File: src/rtl/cpu_pkg.sv
// cpu_pkg: shared datapath width, ALU opcodes and sequencer state encoding
package cpu_pkg;
   localparam int WIDTH = 24;
   localparam logic [2:0] OP_AND  = 3'b000;
   localparam logic [2:0] OP_OR   = 3'b001;
   localparam logic [2:0] OP_ADD  = 3'b010;
   localparam logic [2:0] OP_LESS = 3'b011;
   localparam logic [2:0] OP_MUL  = 3'b100;
   localparam logic [2:0] OP_XOR  = 3'b101;
   typedef enum logic [1:0] {IDLE, EXEC, MUL, DONE} state_t;
endpackage

File: src/rtl/shift_add_mul.sv
// shift_add_mul: iterative unsigned shift-add multiplier, one partial product per enabled cycle
module shift_add_mul #(
   parameter int WIDTH  = 24,
   parameter int CYCLES = WIDTH
) (
   input  logic               clk,
   input  logic               rst,
   input  logic               start,
   input  logic               en,
   input  logic [WIDTH-1:0]   a,
   input  logic [WIDTH-1:0]   b,
   output logic               done,
   output logic [2*WIDTH-1:0] prod
);
   localparam int CW = $clog2(CYCLES + 1);
   logic [2*WIDTH-1:0] acc, mc;
   logic [WIDTH-1:0]   mp;
   logic [CW-1:0]      cnt;
   assign prod = mp[0] ? acc + mc : acc;
   assign done = en && cnt == CW'(CYCLES - 1);
   always_ff @(posedge clk) begin
      if (rst) begin
         acc <= '0;
         mc  <= '0;
         mp  <= '0;
         cnt <= '0;
      end else if (start) begin
         acc <= '0;
         mc  <= {{WIDTH{1'b0}}, a};
         mp  <= b;
         cnt <= '0;
      end else if (en) begin
         acc <= prod;
         mc  <= mc << 1;
         mp  <= mp >> 1;
         cnt <= cnt + CW'(1);
      end
   end
endmodule

File: src/rtl/alu_op_sequencer.sv
// alu_op_sequencer: single issue point for ALU ops; drives the external ALU mux or runs MUL internally
module alu_op_sequencer #(
   parameter int WIDTH      = cpu_pkg::WIDTH,
   parameter int MUL_CYCLES = WIDTH
) (
   input  logic             Clock,
   input  logic             Reset,
   input  logic             op_valid,
   output logic             op_ready,
   input  logic [2:0]       op_code,
   input  logic [WIDTH-1:0] A,
   input  logic [WIDTH-1:0] B,
   output logic [2:0]       Selector,
   input  logic [WIDTH-1:0] alu_result,
   output logic             res_valid,
   input  logic             res_ready,
   output logic [WIDTH-1:0] Result,
   output logic             Ovf,
   output logic             Err,
   output logic             busy
);
   import cpu_pkg::*;
   state_t             state, next;
   logic [2:0]         opc;
   logic               accept, illegal, mul_done;
   logic [2*WIDTH-1:0] prod;
   assign accept  = op_valid && op_ready;
   assign illegal = op_code[2:1] == 2'b11;
   shift_add_mul #(.WIDTH(WIDTH), .CYCLES(MUL_CYCLES)) u_mul (
      .clk  (Clock),
      .rst  (Reset),
      .start(accept && op_code == OP_MUL),
      .en   (state == MUL),
      .a    (A),
      .b    (B),
      .done (mul_done),
      .prod (prod)
   );
   always_comb begin
      next      = state;
      op_ready  = state == IDLE;
      busy      = state != IDLE;
      res_valid = state == DONE;
      Selector  = state == EXEC ? opc : state == MUL ? OP_MUL : OP_AND;
      next      = (state == IDLE && op_valid) ? (op_code == OP_MUL ? MUL : illegal ? DONE : EXEC) :
                  (state == EXEC)             ? DONE :
                  (state == MUL && mul_done)  ? DONE :
                  (state == DONE && res_ready) ? IDLE : state;
   end
   always_ff @(posedge Clock) begin
      if (Reset) begin
         state  <= IDLE;
         opc    <= OP_AND;
         Result <= '0;
         Ovf    <= 1'b0;
         Err    <= 1'b0;
      end else begin
         state <= next;
         if (accept) opc <= op_code;
         if (accept && illegal) begin
            Result <= '0;
            Ovf    <= 1'b0;
            Err    <= 1'b1;
         end
         if (state == EXEC) begin
            Result <= alu_result;
            Ovf    <= 1'b0;
            Err    <= 1'b0;
         end
         if (mul_done) begin
            Result <= prod[WIDTH-1:0];
            Ovf    <= |prod[2*WIDTH-1:WIDTH];
            Err    <= 1'b0;
         end
      end
   end
endmodule
File: config.mk
export PLATFORM = sky130hd
export DESIGN_NAME = alu_op_sequencer
export DESIGN_NICKNAME = d
export VERILOG_FILES = /design/src/rtl/cpu_pkg.sv /design/src/rtl/shift_add_mul.sv /design/src/rtl/alu_op_sequencer.sv
export SDC_FILE = /design/constraint.sdc
export NUM_CORES = 1
export LEC_CHECK = 0
export CAP_MARGIN = 40
export CORE_AREA = 5 5 107 185
export CTS_BUF_LIST = sky130_fd_sc_hd__clkbuf_8
export DETAILED_ROUTE_END_ITERATION = 10
export DIE_AREA = 0 0 112 190
export PLACE_DENSITY_LB_ADDON = 0.08
export SLEW_MARGIN = 25
export SYNTH_ARGS = -nofsm -noshare
export SYNTH_HDL_FRONTEND = slang
export SYNTH_SLANG_ARGS = --single-unit
File: constraint.sdc
create_clock -name Clock -period 10.2 [get_ports Clock]
set_clock_uncertainty 0.1 [all_clocks]
set_input_delay 2.04 -clock Clock [delete_from_list [all_inputs] [get_ports Clock]]
set_output_delay 2.04 -clock Clock [all_outputs]
set_load 0.005 [all_outputs]
==> out/qor.txt, run 1 <==
Outcome: completed
Number of global-route vias before repair: 9336
CTS tree: built
CTS buffer count: 17
Top Usage Layer GRT: met2
Clock Sinks: 156
Vias: 9128
Leak Pwr: 4.05 nW
Synth Instances: 1224
DRT iter0 DRCs: 594
CP Capture Type: register
Yosys reg bits: 156
Post-DP HPWL: 20.2 mm
Total wire length: 27.6 mm
Final Net Count: 1408
CTS H-tree lvls: 4
Fill cells: 1686
Area contributors post-synth: dfxtp_1 34%, nand2_1 9.7%, a21oi_1 8.2%
Commonest non-fill, non-tap cell in the layout: nand2_1
RSZ-0062 raised after global routing: false
# resized after CTS: 0
Worst Path Required: 10.43 ns
Met3 Usage GRT: 0.0516
Post-Syn Area: 0.00926 mm^2
GR Overflow Total: 0
DRC Markers: 0
Crit path DAT: 4.91 ns
Ys flop type: dfxtp_1
Place WS: 5.05 ns
First-pass GRT wire length: 44.9 mm
Fin crit share: 0.459
Diode count: 0
Met1 global-route usage: 0.262
Initial Util: 0.507
Clock-pin slew on the worst setup and hold paths: 0.09 ns
Setup TNS: 0 ns
Sequential element share of the synthesized area: 0.337
Clock tree buffer depth: 2
Mean post-synth cell area: 7.56 um^2
Max-cap violations: 0
Final Max Tran Viols: 0
Area share of the largest cell type after synthesis: 0.337
Core area: 0.0183 mm^2
WHS: 0.361 ns
Crit Path Class: input pin to register
Startpoint types: input pin
Most frequent cells in the layout: 240 x nand2_1, 155 x dfxtp_1, 152 x a21oi_1
Initial antenna violation count: 0
Post-synth EDFFs: 0
Crit path max fanout: 55
CTS root buf: clkbuf_8
Layout cells sized above 1: 0.0719
Setup Viol. Count Final: 0
Final Critical Period: 4.69 ns
Buffers added on ports: 110
IO Count: 111
Die area: 0.0213 mm^2
DRT antenna net count: 0
Final Hold Viols: 0
Netlist cell types: 62
Post-synth ARST share: 0
Largest net degree at the start of global routing: 78
Power per Cell Area: 133 mW/mm^2
Post-CTS setup buffers: 0
Site row count: 66
Yosys warnings: 0
Die span in y: 190 um
GR Util All Layers: 0.258
Fin worst setup slack: 5.51 ns
Met2 Resource Use GR: 0.484
Peak VDD IR: 0.000132 V
Die extent in x: 112 um
Hold-fix buffers, CTS: 0
Yosys top cell by area: dfxtp_1
Fmax achieved: 0.213 GHz
Slew Limit Headroom: 0.476
RePlAce Congestion: 0.954
1st-pass router iterations: 7
DR vias/cell: 5.96
WL per Instance: 18.0 um
Worst-Skew Late Latency: 0.46 ns
Hold crit path type: register to register
Layout overhead on the synthesized area: 17.2%
Syn nets: 1352
Sequential cell area: 0.00312 mm^2
Multi-input logic area: 0.00576 mm^2
Worst-margin pin slew: 0.787 ns
-- per-stage QoR --
stage                     total power (W)  std cells   util  instance area (um^2)
after floorplan                  0.000855       1224      -                  9260
after global placement           0.000977       1498  0.572                 10400
after detailed placement         0.000980       1498  0.572                 10400
after CTS                         0.00145       1530  0.594                 10800
after global routing              0.00151       1531  0.595                 10900
final                             0.00144       1531  0.595                 10900
-- sequential cells by signal, indices dropped and copies added (netlist names) --
signal / count
Err: 1
Ovf: 1
Result: 24
opc: 3
state: 2
u_mul.acc: 48
u_mul.cnt: 5
u_mul.mc: 48
u_mul.mp: 24
-- Yosys cell counts (19+ instances only) --
master,n
nor2_1,131
o21ai_0,27
ha_1,48
nand3_1,23
a311oi_1,24
a21oi_1,152
nor3_1,21
a22oi_1,24
nand2_1,240
clkbuf_1,77
dfxtp_1,156
a222oi_1,24
a21o_1,19
mux2_2,24
xor2_1,22
xnor2_1,22
-- cells by family after synthesis --
kind of cell / share of synthesized area
compound gates: 0.253
xor+xnor: 0.0416
fa+ha+maj: 0.0670
buf+inv: 0.0438
flops: 0.337
mux: 0.0346
simple gates: 0.222
-- final cells by class --
type                       instances  area share
sequential                       156       0.288
clock inverter                    14      0.0134
timing repair buffer             124       0.112
inverter                          18     0.00622
multi-input combinational        963       0.530
clock buffer                      18      0.0228
tap                              238      0.0274
-- power breakdown --
part	internal [W]	switching [W]	total, W
Sequential	0.000639	0.0000249	0.000664
Combinational	0.000128	0.000178	0.000306
Clock	0.000224	0.000248	0.000472
Total	0.000992	0.000451	0.00144
-- metal layers --
| layer | wire (um) | vias to the layer above |
|---|---|---|
| met4 | 1340 | 0 |
| met1 | 10600 | 4293 |
| li1 | - | 4509 |
| met5 | 0 | - |
| met2 | 14500 | 247 |
| met3 | 1180 | 79 |
-- worst max-delay path, stage by stage --
cell,delay [ns]
clkdlybuf4s50_1,0.50
and2_1,0.26
nand2_1,0.13
or3_2,0.41
buf_4,0.29
nand2b_2,0.45
buf_4,0.62
nor3_1,0.13
-- final timing paths --
kind              depth (start not counted)            end  slack [ns]         start
setup / recovery                          8  u_mul.acc[46]        5.51      op_valid
hold / removal                            2   u_mul.mp[10]        0.36  u_mul.mp[10]
setup reg to reg                         13            Ovf        6.12   u_mul.mc[0]
hold reg to reg                           2   u_mul.mp[10]        0.36  u_mul.mp[10]
No activity file was read; power rests on OpenSTA's default activity.
==> run 2, diff against run 1 <==
clock period = 4.5 ns   (was 10.2 ns; I/O delays follow)
==> out/qor.txt, run 2 (synthesis gave the netlist of run 1 again) <==
Initial Util: 0.507
CTS root buf: clkbuf_8
Final Hold Viols: 0
Vias: 9134
Crit Path Class: register to register
Crit path DAT: 3.96 ns
Final Critical Period: 3.71 ns
DRC Markers: 0
Number of global-route vias before repair: 9366
Worst Path Required: 4.75 ns
Fill cells: 1754
GR Util All Layers: 0.268
Die area: 0.0213 mm^2
Peak VDD IR: 0.000320 V
Biggest regs: u_mul.acc x48, u_mul.mc x48
Layout overhead on the synthesized area: 17.4%
Buffers added on ports: 110
Layout cells sized above 1: 0.0726
Post-DP HPWL: 21.0 mm
Worst setup path start: u_mul.acc[0]
Final Net Count: 1411
Commonest non-fill, non-tap cell in the layout: nand2_1
Power per Cell Area: 300 mW/mm^2
Hold crit path type: register to register
CTS buffer count: 17
Crit Reg-Reg Startpoint: u_mul.acc[0]
Final Max Tran Viols: 0
Fin crit share: 0.825
Setup TNS: 0 ns
Largest net degree at the start of global routing: 80
CP Capture Type: register
GR Overflow Total: 0
CTS tree: built
WL per Instance: 18.6 um
Fmax achieved: 0.269 GHz
Clock Sinks: 156
Post-CTS setup buffers: 0
Startpoint types: register
Hold-fix buffers, CTS: 0
Initial antenna violation count: 0
1st-pass router iterations: 6
Diode count: 0
Crit path max fanout: 6
First-pass GRT wire length: 46.2 mm
Core area: 0.0183 mm^2
DRT iter0 DRCs: 626
Total wire length: 28.5 mm
Clock-pin slew on the worst setup and hold paths: 0.09 ns
Setup Viol. Count Final: 0
RSZ-0062 raised after global routing: false
Die extent in x: 112 um
Slew Limit Headroom: 0.443
Most frequent cells in the layout: 240 x nand2_1, 155 x dfxtp_1, 152 x a21oi_1
Clock tree buffer depth: 2
Die span in y: 190 um
DR vias/cell: 5.96
# resized after CTS: 0
Outcome: completed
Hold path start: u_mul.mp[1]
Site row count: 66
Max-cap violations: 0
DRT antenna net count: 0
Worst-margin pin slew: 0.835 ns
CTS H-tree lvls: 4
RePlAce Congestion: 0.948
Leak Pwr: 4.06 nW
Post-layout util: 0.596
Worst-Skew Late Latency: 0.47 ns
IO Count: 111
[run 2: changes by cell type in the layout (fill, tap and decap cells not counted), sizes merged]
cell and delta:
buf +3, clkinvlp +1, inv +1, clkinv -3
[run 2: final cells by class]
cell class / count / area, um^2 / area share
Timing Repair Buffer: 127 / 1250 / 0.115
Sequential cell: 156 / 3120 / 0.287
Multi-Input combinational cell: 963 / 5760 / 0.530
Inverter: 18 / 67.6 / 0.00622
Tap cell: 238 / 298 / 0.0274
Clock buffer: 18 / 248 / 0.0228
Clock inverter: 13 / 126 / 0.0116
[run 2: per-layer routing]
metal	wire length [um]	global-route usage	up-vias
met4	1670	0.172	0
met1	10700	0.272	4274
li1	-	-	4523
met3	1180	0.0487	89
met2	15000	0.496	248
met5	0	0	-
[run 2: path summary, 6_finish.rpt]
check | end | slack, ns | cells after the start
setup reg to reg | Ovf | 0.79 | 12
hold / removal | u_mul.mp[1] | 0.36 | 2
hold reg to reg | u_mul.mp[1] | 0.36 | 2
setup / recovery | Ovf | 0.79 | 12
[run 2: critical path, stage by stage (launching register included)]
cell	delay, ns
dfxtp_1	0.36
ha_1	0.21
inv_1	0.06
fa_1	0.39
nand2b_1	0.21
a211oi_2	0.33
o21ai_1	0.28
a2111oi_0	0.54
a211oi_2	0.17
o31ai_1	0.35
o41ai_1	0.17
nor4_2	0.29
a41oi_1	0.13
[run 2: per-stage QoR]
| step | instance area, um^2 | instances | worst slack (ns) | hold slack (ns) | power [W] |
|---|---|---|---|---|---|
| 2_1_floorplan | 9260 | 1224 | 1.30 | 0.337 | 0.00194 |
| 3_3_place_gp | 10500 | 1500 | 0.859 | 0.345 | 0.00223 |
| 3_5_place_dp | 10500 | 1500 | 0.787 | 0.347 | 0.00224 |
| 4_1_cts | 10800 | 1531 | 0.762 | 0.359 | 0.00328 |
| 5_1_grt | 10900 | 1533 | 0.518 | 0.380 | 0.00341 |
| 6_report | 10900 | 1533 | 0.786 | 0.359 | 0.00326 |
[run 2: power breakdown]
part	switching [W]	total, W	internal, W	leakage, nW
logic	0.000412	0.000705	0.000293	2.61
clock network	0.000547	0.00104	0.000498	0.195
registers	0.0000591	0.00151	0.00145	1.26
total	0.00102	0.00326	0.00224	4.06
